## config.mk

```make
export PLATFORM = sky130hd
export DESIGN_NAME = uart_tx_flat
export DESIGN_NICKNAME = d
export VERILOG_FILES = /design/src/rtl/uart_tx_if.sv /design/src/rtl/uart_tx.sv /design/src/flat_wrapper.sv
export SDC_FILE = /design/constraint.sdc
export NUM_CORES = 1
export LEC_CHECK = 0
export ABC_AREA = 1
export CAP_MARGIN = 25
export CELL_PAD_IN_SITES_DETAIL_PLACEMENT = 2
export CELL_PAD_IN_SITES_GLOBAL_PLACEMENT = 2
export CORE_MARGIN = 4
export CORE_UTILIZATION = 25
export DETAILED_ROUTE_END_ITERATION = 8
export PLACE_DENSITY_LB_ADDON = 0.12
export SETUP_SLACK_MARGIN = 0.1
export SYNTH_ARGS = -nofsm -noshare
export SYNTH_HDL_FRONTEND = slang
export SYNTH_SLANG_ARGS = --single-unit
```

## constraint.sdc

```tcl
create_clock -name clk -period 2.47 [get_ports clk]
set_input_delay 0.494 -clock clk [delete_from_list [all_inputs] [get_ports clk]]
set_output_delay 0.494 -clock clk [all_outputs]
set_load 0.01 [all_outputs]
```

## src/rtl/uart_tx_if.sv

```systemverilog
// uart_tx_if: byte-push handshake and serial line status of the UART transmitter.
interface uart_tx_if;
  logic       send_en;
  logic [7:0] data_byte;
  logic       fifo_full;
  logic       rs232_tx;
  logic       tx_done;
  logic       uart_state;
  modport master (output send_en, data_byte, input fifo_full, rs232_tx, tx_done, uart_state);
  modport slave (input send_en, data_byte, output fifo_full, rs232_tx, tx_done, uart_state);
endinterface

```

## src/rtl/uart_tx.sv

```systemverilog
// uart_tx: 8N1 serial transmitter fed by a 4-entry byte FIFO, fixed baud select.
module uart_tx #(
  parameter int baud_set = 0
) (
  input logic     clk,
  input logic     rst_n,
  uart_tx_if.slave bus
);
  localparam logic [12:0] BPS_DR = baud_set == 1 ? 13'd2603 : baud_set == 2 ? 13'd1301 :
                                   baud_set == 3 ? 13'd867  : baud_set == 4 ? 13'd433  : 13'd5207;
  typedef enum logic [1:0] {IDLE, START, DATA, STOP} state_t;
  state_t      r_state;
  logic [7:0]  r_mem [4];
  logic [1:0]  r_wp, r_rp;
  logic [2:0]  r_count;
  logic        r_avail;
  logic [12:0] r_div;
  logic [2:0]  r_idx;
  logic [7:0]  r_shift;
  logic        r_tx, r_done, r_busy;
  logic        w_push, w_pop, w_bit_end;
  assign w_push        = bus.send_en && r_count != 3'd4;
  assign w_pop         = r_state == IDLE && r_avail;
  assign w_bit_end     = r_div == BPS_DR;
  assign bus.fifo_full  = r_count == 3'd4;
  assign bus.rs232_tx   = r_tx;
  assign bus.tx_done    = r_done;
  assign bus.uart_state = r_busy;
  always_ff @(posedge clk)
    if (w_push) r_mem[r_wp] <= bus.data_byte;
  // r_avail lags the count by one clock so a byte pushed into an empty
  // FIFO starts its frame two edges later; it never reads true on an empty FIFO
  // in IDLE because only IDLE pops.
  always_ff @(posedge clk or negedge rst_n) begin
    if (!rst_n) begin
      r_wp    <= '0;
      r_rp    <= '0;
      r_count <= '0;
      r_avail <= 1'b0;
    end else begin
      if (w_push) r_wp <= r_wp + 2'd1;
      if (w_pop) r_rp <= r_rp + 2'd1;
      r_count <= r_count + 3'(w_push) - 3'(w_pop);
      r_avail <= r_count != 3'd0;
    end
  end
  always_ff @(posedge clk or negedge rst_n) begin
    if (!rst_n) begin
      r_state <= IDLE;
      r_div   <= '0;
      r_idx   <= '0;
      r_shift <= '0;
      r_tx    <= 1'b1;
      r_done  <= 1'b0;
      r_busy  <= 1'b0;
    end else begin
      r_done <= 1'b0;
      r_div  <= r_state == IDLE || w_bit_end ? '0 : r_div + 13'd1;
      case (r_state)
        IDLE: begin
          r_tx   <= ~w_pop;
          r_busy <= w_pop;
          if (w_pop) begin
            r_shift <= r_mem[r_rp];
            r_state <= START;
          end
        end
        START: if (w_bit_end) begin
          r_state <= DATA;
          r_idx   <= '0;
          r_tx    <= r_shift[0];
        end
        DATA: if (w_bit_end) begin
          r_state <= r_idx == 3'd7 ? STOP : DATA;
          r_tx    <= r_idx == 3'd7 ? 1'b1 : r_shift[r_idx + 3'd1];
          r_idx   <= r_idx + 3'd1;
        end
        STOP: if (w_bit_end) begin
          r_state <= IDLE;
          r_busy  <= 1'b0;
          r_done  <= 1'b1;
        end
      endcase
    end
  end
endmodule
```

## src/flat_wrapper.sv

```systemverilog
// flat-port wrapper written by rule: the top's interface ports become plain ports
module uart_tx_flat 
#(
  parameter int baud_set = 0
)
  (clk, rst_n, bus_send_en, bus_data_byte, bus_fifo_full, bus_rs232_tx, bus_tx_done, bus_uart_state);
  uart_tx_if bus_i ();
  input logic clk;
  input logic rst_n;
  input wire logic [$bits(bus_i.send_en)-1:0] bus_send_en;
  input wire logic [$bits(bus_i.data_byte)-1:0] bus_data_byte;
  output wire logic [$bits(bus_i.fifo_full)-1:0] bus_fifo_full;
  output wire logic [$bits(bus_i.rs232_tx)-1:0] bus_rs232_tx;
  output wire logic [$bits(bus_i.tx_done)-1:0] bus_tx_done;
  output wire logic [$bits(bus_i.uart_state)-1:0] bus_uart_state;
  assign bus_i.send_en = bus_send_en;
  assign bus_i.data_byte = bus_data_byte;
  assign bus_fifo_full = bus_i.fifo_full;
  assign bus_rs232_tx = bus_i.rs232_tx;
  assign bus_tx_done = bus_i.tx_done;
  assign bus_uart_state = bus_i.uart_state;
  uart_tx #(.baud_set(baud_set)) u_core (.clk(clk), .rst_n(rst_n), .bus(bus_i));
endmodule
```

# --- Yosys cells after proc, flatten, opt, wreduce, memory -nomap -nowiden ---
# Memory sizes are Yosys's and may differ from the RTL's. A register that Yosys moved wholly into a read port is not among the register bits.
# Index checks and enable logic that the tools add are counted.
classes:
  n_reduce_logical: 14
  muxes: 22
  n_eq_ne: 11
  magnitude_cmp: 1
  n_addsub: 6
  n_bitwise: 1
op_table:
  columns: ["cell", "n"]
  rows:
  - ["13-bit by 1-bit adder with 13-bit output (second input constant)", 1]
  - ["13-bit equality test (second input constant)", 1]
  - ["13-bit two-way mux", 1]
  - ["1-bit two-way mux", 10]
  - ["2-bit two-way mux", 4]
  - ["2-bit by 1-bit inequality test with 1-bit output (second input constant)", 4]
  - ["2-bit one-hot mux with 4 select lines", 1]
  - ["3-bit equality test (second input constant)", 2]
  - ["3-bit two-way mux", 2]
  - ["3-bit one-hot mux with 2 select lines", 1]
  - ["3-bit AND reduction", 2]
  - ["3-bit nonzero test", 2]
  - ["2-bit by 1-bit adder with 2-bit output (second input constant)", 2]
  - ["2-bit equality test (second input constant)", 2]
  - ["3-bit by 4-bit < comparator with 1-bit output (second input constant)", 1]
  - ["2-bit AND reduction", 2]
  - ["4-bit AND reduction", 1]
  - ["2-bit nonzero test", 2]
  - ["3-bit by 1-bit adder with 3-bit output", 1]
  - ["3-bit by 1-bit adder with 3-bit output (second input constant)", 1]
  - ["1-bit binary-select mux with 3-bit select", 1]
  - ["3-bit inequality test (second input constant)", 1]
  - ["1-bit one-hot mux with 3 select lines", 1]
  - ["3-bit by 1-bit subtractor with 3-bit output", 1]
  - ["7 further kinds", 8]
word_totals:
  out_inout_bits: 4
  mem_count: 1
  in_bits: 11
  reg_bits: 29
  elab_cells: 66
  mem_bits_rw: 32
memory_table:
  columns: ["memory", "words", "word_bits", "rd", "rd_ports_with_merged_regs", "write_ports", "line_no", "text"]
  rows:
  - ["u_core.r_mem", 4, 8, 1, 1, 1, "uart_tx.sv:13", "logic [7:0] r_mem [4];"]

# --- Logic depth before layout (Yosys ltp) ---
logic_depth:
  word_depth: 6
  ltp_mapped: 11
  ltp_nobuf: 10

# --- Least setup slack after synthesis ---
# Ideal clock, no wire load.
synth_timing:
  path_kind: "reg-to-reg"
  startpoint: "reg u_core.r_state[0]"
  endpoint: "reg u_core.r_count[2]"
  path_buffers: 1
  required_time_ns: 2.341
  synth_period_minus_slack_ns: 2.142
  setup_ns: 0.129
  path_stages_with_launch: 12
  path_slack_ns: 0.328
  arrival_time_ns: 2.013
  cell_sequence: "dfrtp_1 > inv_1 > ha_1 > nand2_1 > inv_2 > buf_2 > nand2_1 > nand2_1 > ha_1 > fa_1 > xnor2_1 > xor2_1"
synth_via:
  elab_chain_len: 3
synth_lines:
  columns: ["item", "line_no", "text"]
  rows:
  - ["start, declared", "uart_tx.sv:12", "state_t r_state;"]
  - ["start signal, assigned", "uart_tx.sv:74", "r_state <= r_idx == 3'd7 ? STOP : DATA;"]
  - ["2-bit zero test", "uart_tx.sv:23", "assign w_pop = r_state == IDLE && r_avail;"]
  - ["1-bit logical AND", "uart_tx.sv:23", null]
  - ["3-bit by 1-bit subtractor with 3-bit output", "uart_tx.sv:43", "r_count <= r_count + 3'(w_push) - 3'(w_pop);"]
  - ["end signal, assigned", "uart_tx.sv:43", null]
  - ["end, declared", "uart_tx.sv:15", "logic [2:0] r_count;"]
# No other way between the ends.
# A chain may end at the register's enable or synchronous reset.

# --- Worst setup path after layout ---
layout_timing:
  startpoint: "reg u_core.r_count[2]"
  endpoint: "out bus_fifo_full"
layout_via:
  elab_chain_len: 1
layout_lines:
  columns: ["item", "line_no", "text"]
  rows:
  - ["3-bit equality test", "uart_tx.sv:25", "assign bus.fifo_full = r_count == 3'd4;"]
  - ["end, declared", "flat_wrapper.sv:12", "output wire logic [$bits(bus_i.fifo_full)-1:0] bus_fifo_full;"]
# No other way between the ends.

==> results.yml <==
grt:
  antenna_found_initial: 0
  grt_pass1_wl_mm: 12.1
  grt_pass1_vias: 2435
  grt_max_degree: 21
  overflow: 0
  track_usage_pct: 11.1
timing:
  tightest_slew_ns: 0.483
  final_max_slew_viol_count: 0
  layout_min_cycle_time_ns: 2.18
  rsz0062_at_grt: "no"
  final_hold_viol_count: 0
  setup_viol: 0
  fin_tns_setup_ns: 0
  fmax_mhz: 459
  maxSlewHeadroom_pct: 67.8
  fin_crit_sh_pct: 88.3
  fin_worst_skew_ns: 0.00574
yosys:
  yosys_warnings: 0
  synth.mux.area_fraction_pct: 2.56
  syn_inst: 306
  synth.distinct_cells: 30
  synth_xor_xnor_area_share_pct: 1.68
  synth-seq-cells: 69
  synth_top_family_by_area: "simple AND/OR/NAND/NOR gates"
  async_flop_share_pct: 53.6
  ys_seq_area_share_pct: 60.3
  synth_edf_count: 32
  avgSynthCellArea_um2: 10.2
  synthAdderAreaFrac_pct: 5.84
  synth_area_um2: 3130
  synth-simple-area-share_pct: 16.1
  synth_flop_cell: "dfrtp_1"
  synthesis.nets: 331
  synth-compound-area-share_pct: 7.72
placement:
  port_buffers: 14
  dp.cells: 491
  placed_area_um2: 3500
  dpl.hpwl_mm: 5.26
  gp_congestion: 0.726
floorplanning:
  die_h_um: 120
  dieArea_um2: 14400
  initial_core_util_pct: 25.8
  design.core.area_um2: 12100
  die_width_um: 120
  ioPinCount: 15
  num_rows: 40
clocking:
  insertion_delay_ns: 0.34
  path_clk_slew_ns: 0.06
  clockRootBuffer: "clkbuf_16"
  cts_num_sinks: 69
  cts_setup_buffers: 0
  numCtsBuffers: 9
  htreeDepth: 3
  cts_tree: "done"
  cts.path.max_buffers: 2
cells_and_area:
  fin_nets: 359
  stdcell_count: 507
  drive_gt1_share_pct: 11.2
  area_growth_syn_to_layout_pct: 22.0
  finalInstanceArea_um2: 3820
  diodes: 0
worst_setup_path:
  cp.arrival_ns: 1.69
  rrSetupSlack_ns: 0.32
  reg2reg_depth: 10
  worst_setup_path_start_kind: "flip-flop"
  critPathMaxFanout: 2
  r2r-start: "u_core.r_state[0]$_DFFE_PN0P_"
  critPathLaunch: "u_core.r_count[2]$_DFF_PN0_"
  endpoint_kind: "output pin"
  worstSetupPathType: "reg2out"
  cp-endpoint: "bus_fifo_full"
  r2r_end: "u_core.r_count[2]$_DFF_PN0_"
  required_ns: 1.98
pwr:
  power.total_mw: 3.14
  ir_drop_mv: 0.618
  p_leak_nw: 1.63
  clock_power_share_pct: 42.0
  power.share.switching_pct: 25.8
  combPwrFrac_pct: 11.9
  power_switching_mw: 0.809
  power_density_nw_per_um2: 822
  seq_power_share_pct: 46.0
  internal-power_mw: 2.33
drt:
  drc: 0
  drtPass1Iterations: 4
  vias_per_cell: 4.27
  drt_iter0_drc: 57
  wl_per_cell_um: 13.9
  ant_nets: 0
  finalWirelength_mm: 7.07
  vias: 2165
flow_run:
  maxCapViolations: 0
hold_path:
  hp-class: "in2async"
run_status:
  status: "finished clean"
==> worst max-delay path, stage by stage (launching register included) <==
cell and delay [ns]:
dfrtp_1 0.39, inv_1 0.08, nor3_1 0.26, clkdlybuf4s50_1 0.61
==> worst min path at each step <==
stage                                                from                               to  depth (start not counted)
after global routing                                rst_n        u_core.r_div[8]$_DFF_PN0_                          1
after floorplan                                     rst_n     u_core.bus.tx_done$_DFF_PN0_                          0
final                                               rst_n        u_core.r_div[8]$_DFF_PN0_                          1
after CTS                                           rst_n       u_core.r_div[11]$_DFF_PN0_                          1
after detailed placement  u_core.bus.rs232_tx$_DFFE_PN1P_  u_core.bus.rs232_tx$_DFFE_PN1P_                          2
after global placement    u_core.bus.rs232_tx$_DFFE_PN1P_  u_core.bus.rs232_tx$_DFFE_PN1P_                          2
==> registers in the layout, indices dropped and copies added, names as in the netlist <==
register / count
u_core.bus.rs232_tx: 1
u_core.bus.tx_done: 1
u_core.bus.uart_state: 1
u_core.r_avail: 1
u_core.r_count: 3
u_core.r_div: 13
u_core.r_idx: 3
u_core.r_mem: 32
u_core.r_rp: 2
u_core.r_shift: 8
u_core.r_state: 2
u_core.r_wp: 2
==> cell families (layout without fill, tap and decap cells) <==
kind of cell	Yosys count	after routing
xor gates and xnor gates	6	6
DFF	69	69
adders and majority gates	14	14
and+or+nand+nor	118	118
AOI/OAI and AO/OA	45	45
muxes	8	8
buffers and inverters	46	79
==> timing repair <==
action	CTS	global route
hold buffers	0	0
endpoints found under the setup margin	0	1
resized for setup	0	1
==> cells in the final DEF (no fill, tap or decap), types with 2 or more instances in the layout <==
master,instances
o22ai_1,8
nand2_2,2
clkdlybuf4s50_1,13
nand3_2,2
nor2_1,33
nor2_2,3
xor2_1,5
o21ai_1,5
nand2_1,57
ha_1,13
a21oi_1,9
buf_4,7
nand3_1,8
inv_1,38
inv_2,3
nor3_1,9
mux2i_1,8
dfrtp_1,36
inv_6,4
clkbuf_16,9
o21ai_0,21
edfxtp_1,32
==> synth_stat cells, types with 2 or more instances <==
library cell   n  area, um2
nand3_1        8       40.0
a21oi_1        9       45.0
nand2_1       57        214
nand3_2        2       20.0
mux2i_1        8       80.1
nor2_2         3       18.8
inv_1         38        143
o21ai_1        5       25.0
inv_2          3       11.3
edfxtp_1      32        961
nor3_1         9       45.0
ha_1          13        163
xor2_1         5       43.8
o21ai_0       21        105
buf_2          3       15.0
o22ai_1        8       50.1
nor2_1        33        124
nand2_2        2       12.5
dfrtp_1       36        901
==> power by group through the flow <==
stage	clock network [mW]	logic, mW	registers, mW
finish	1.32	0.374	1.44
global route	1.43	0.444	1.46
CTS	1.38	0.377	1.44
detailed placement	0	0.371	1.47
global placement	0	0.360	1.46
floorplan	0	0.226	1.44
==> final cells by class <==
type,count,area (um2)
fillers,1359,8300
flip-flops and latches,69,1890
multi-input cells,191,1070
clock buffers,9,225
well taps,168,210
repair buffers,21,188
inverters,42,158
clock inverters,7,78.8
==> through the flow <==
stage | utilization, % | setup slack [ns] | hold WS [ns]
floorplan | - | 0.328 | 0.198
global placement | 28.9 | 0.358 | 0.456
detailed placement | 28.9 | 0.355 | 0.463
CTS | 31.4 | 0.264 | 0.119
global route | 31.5 | 0.114 | 0.137
finish | 31.5 | 0.290 | 0.107
==> metal layers <==
layer	global-route usage (%)	part of all wire [%]	up-vias
met5	0	0	-
met4	4.29	1.3	0
met3	4.34	3.2	8
met2	19.2	52	23
met1	12.3	44	1066
li1	-	-	1068
(Power assumes the default switching activity.)
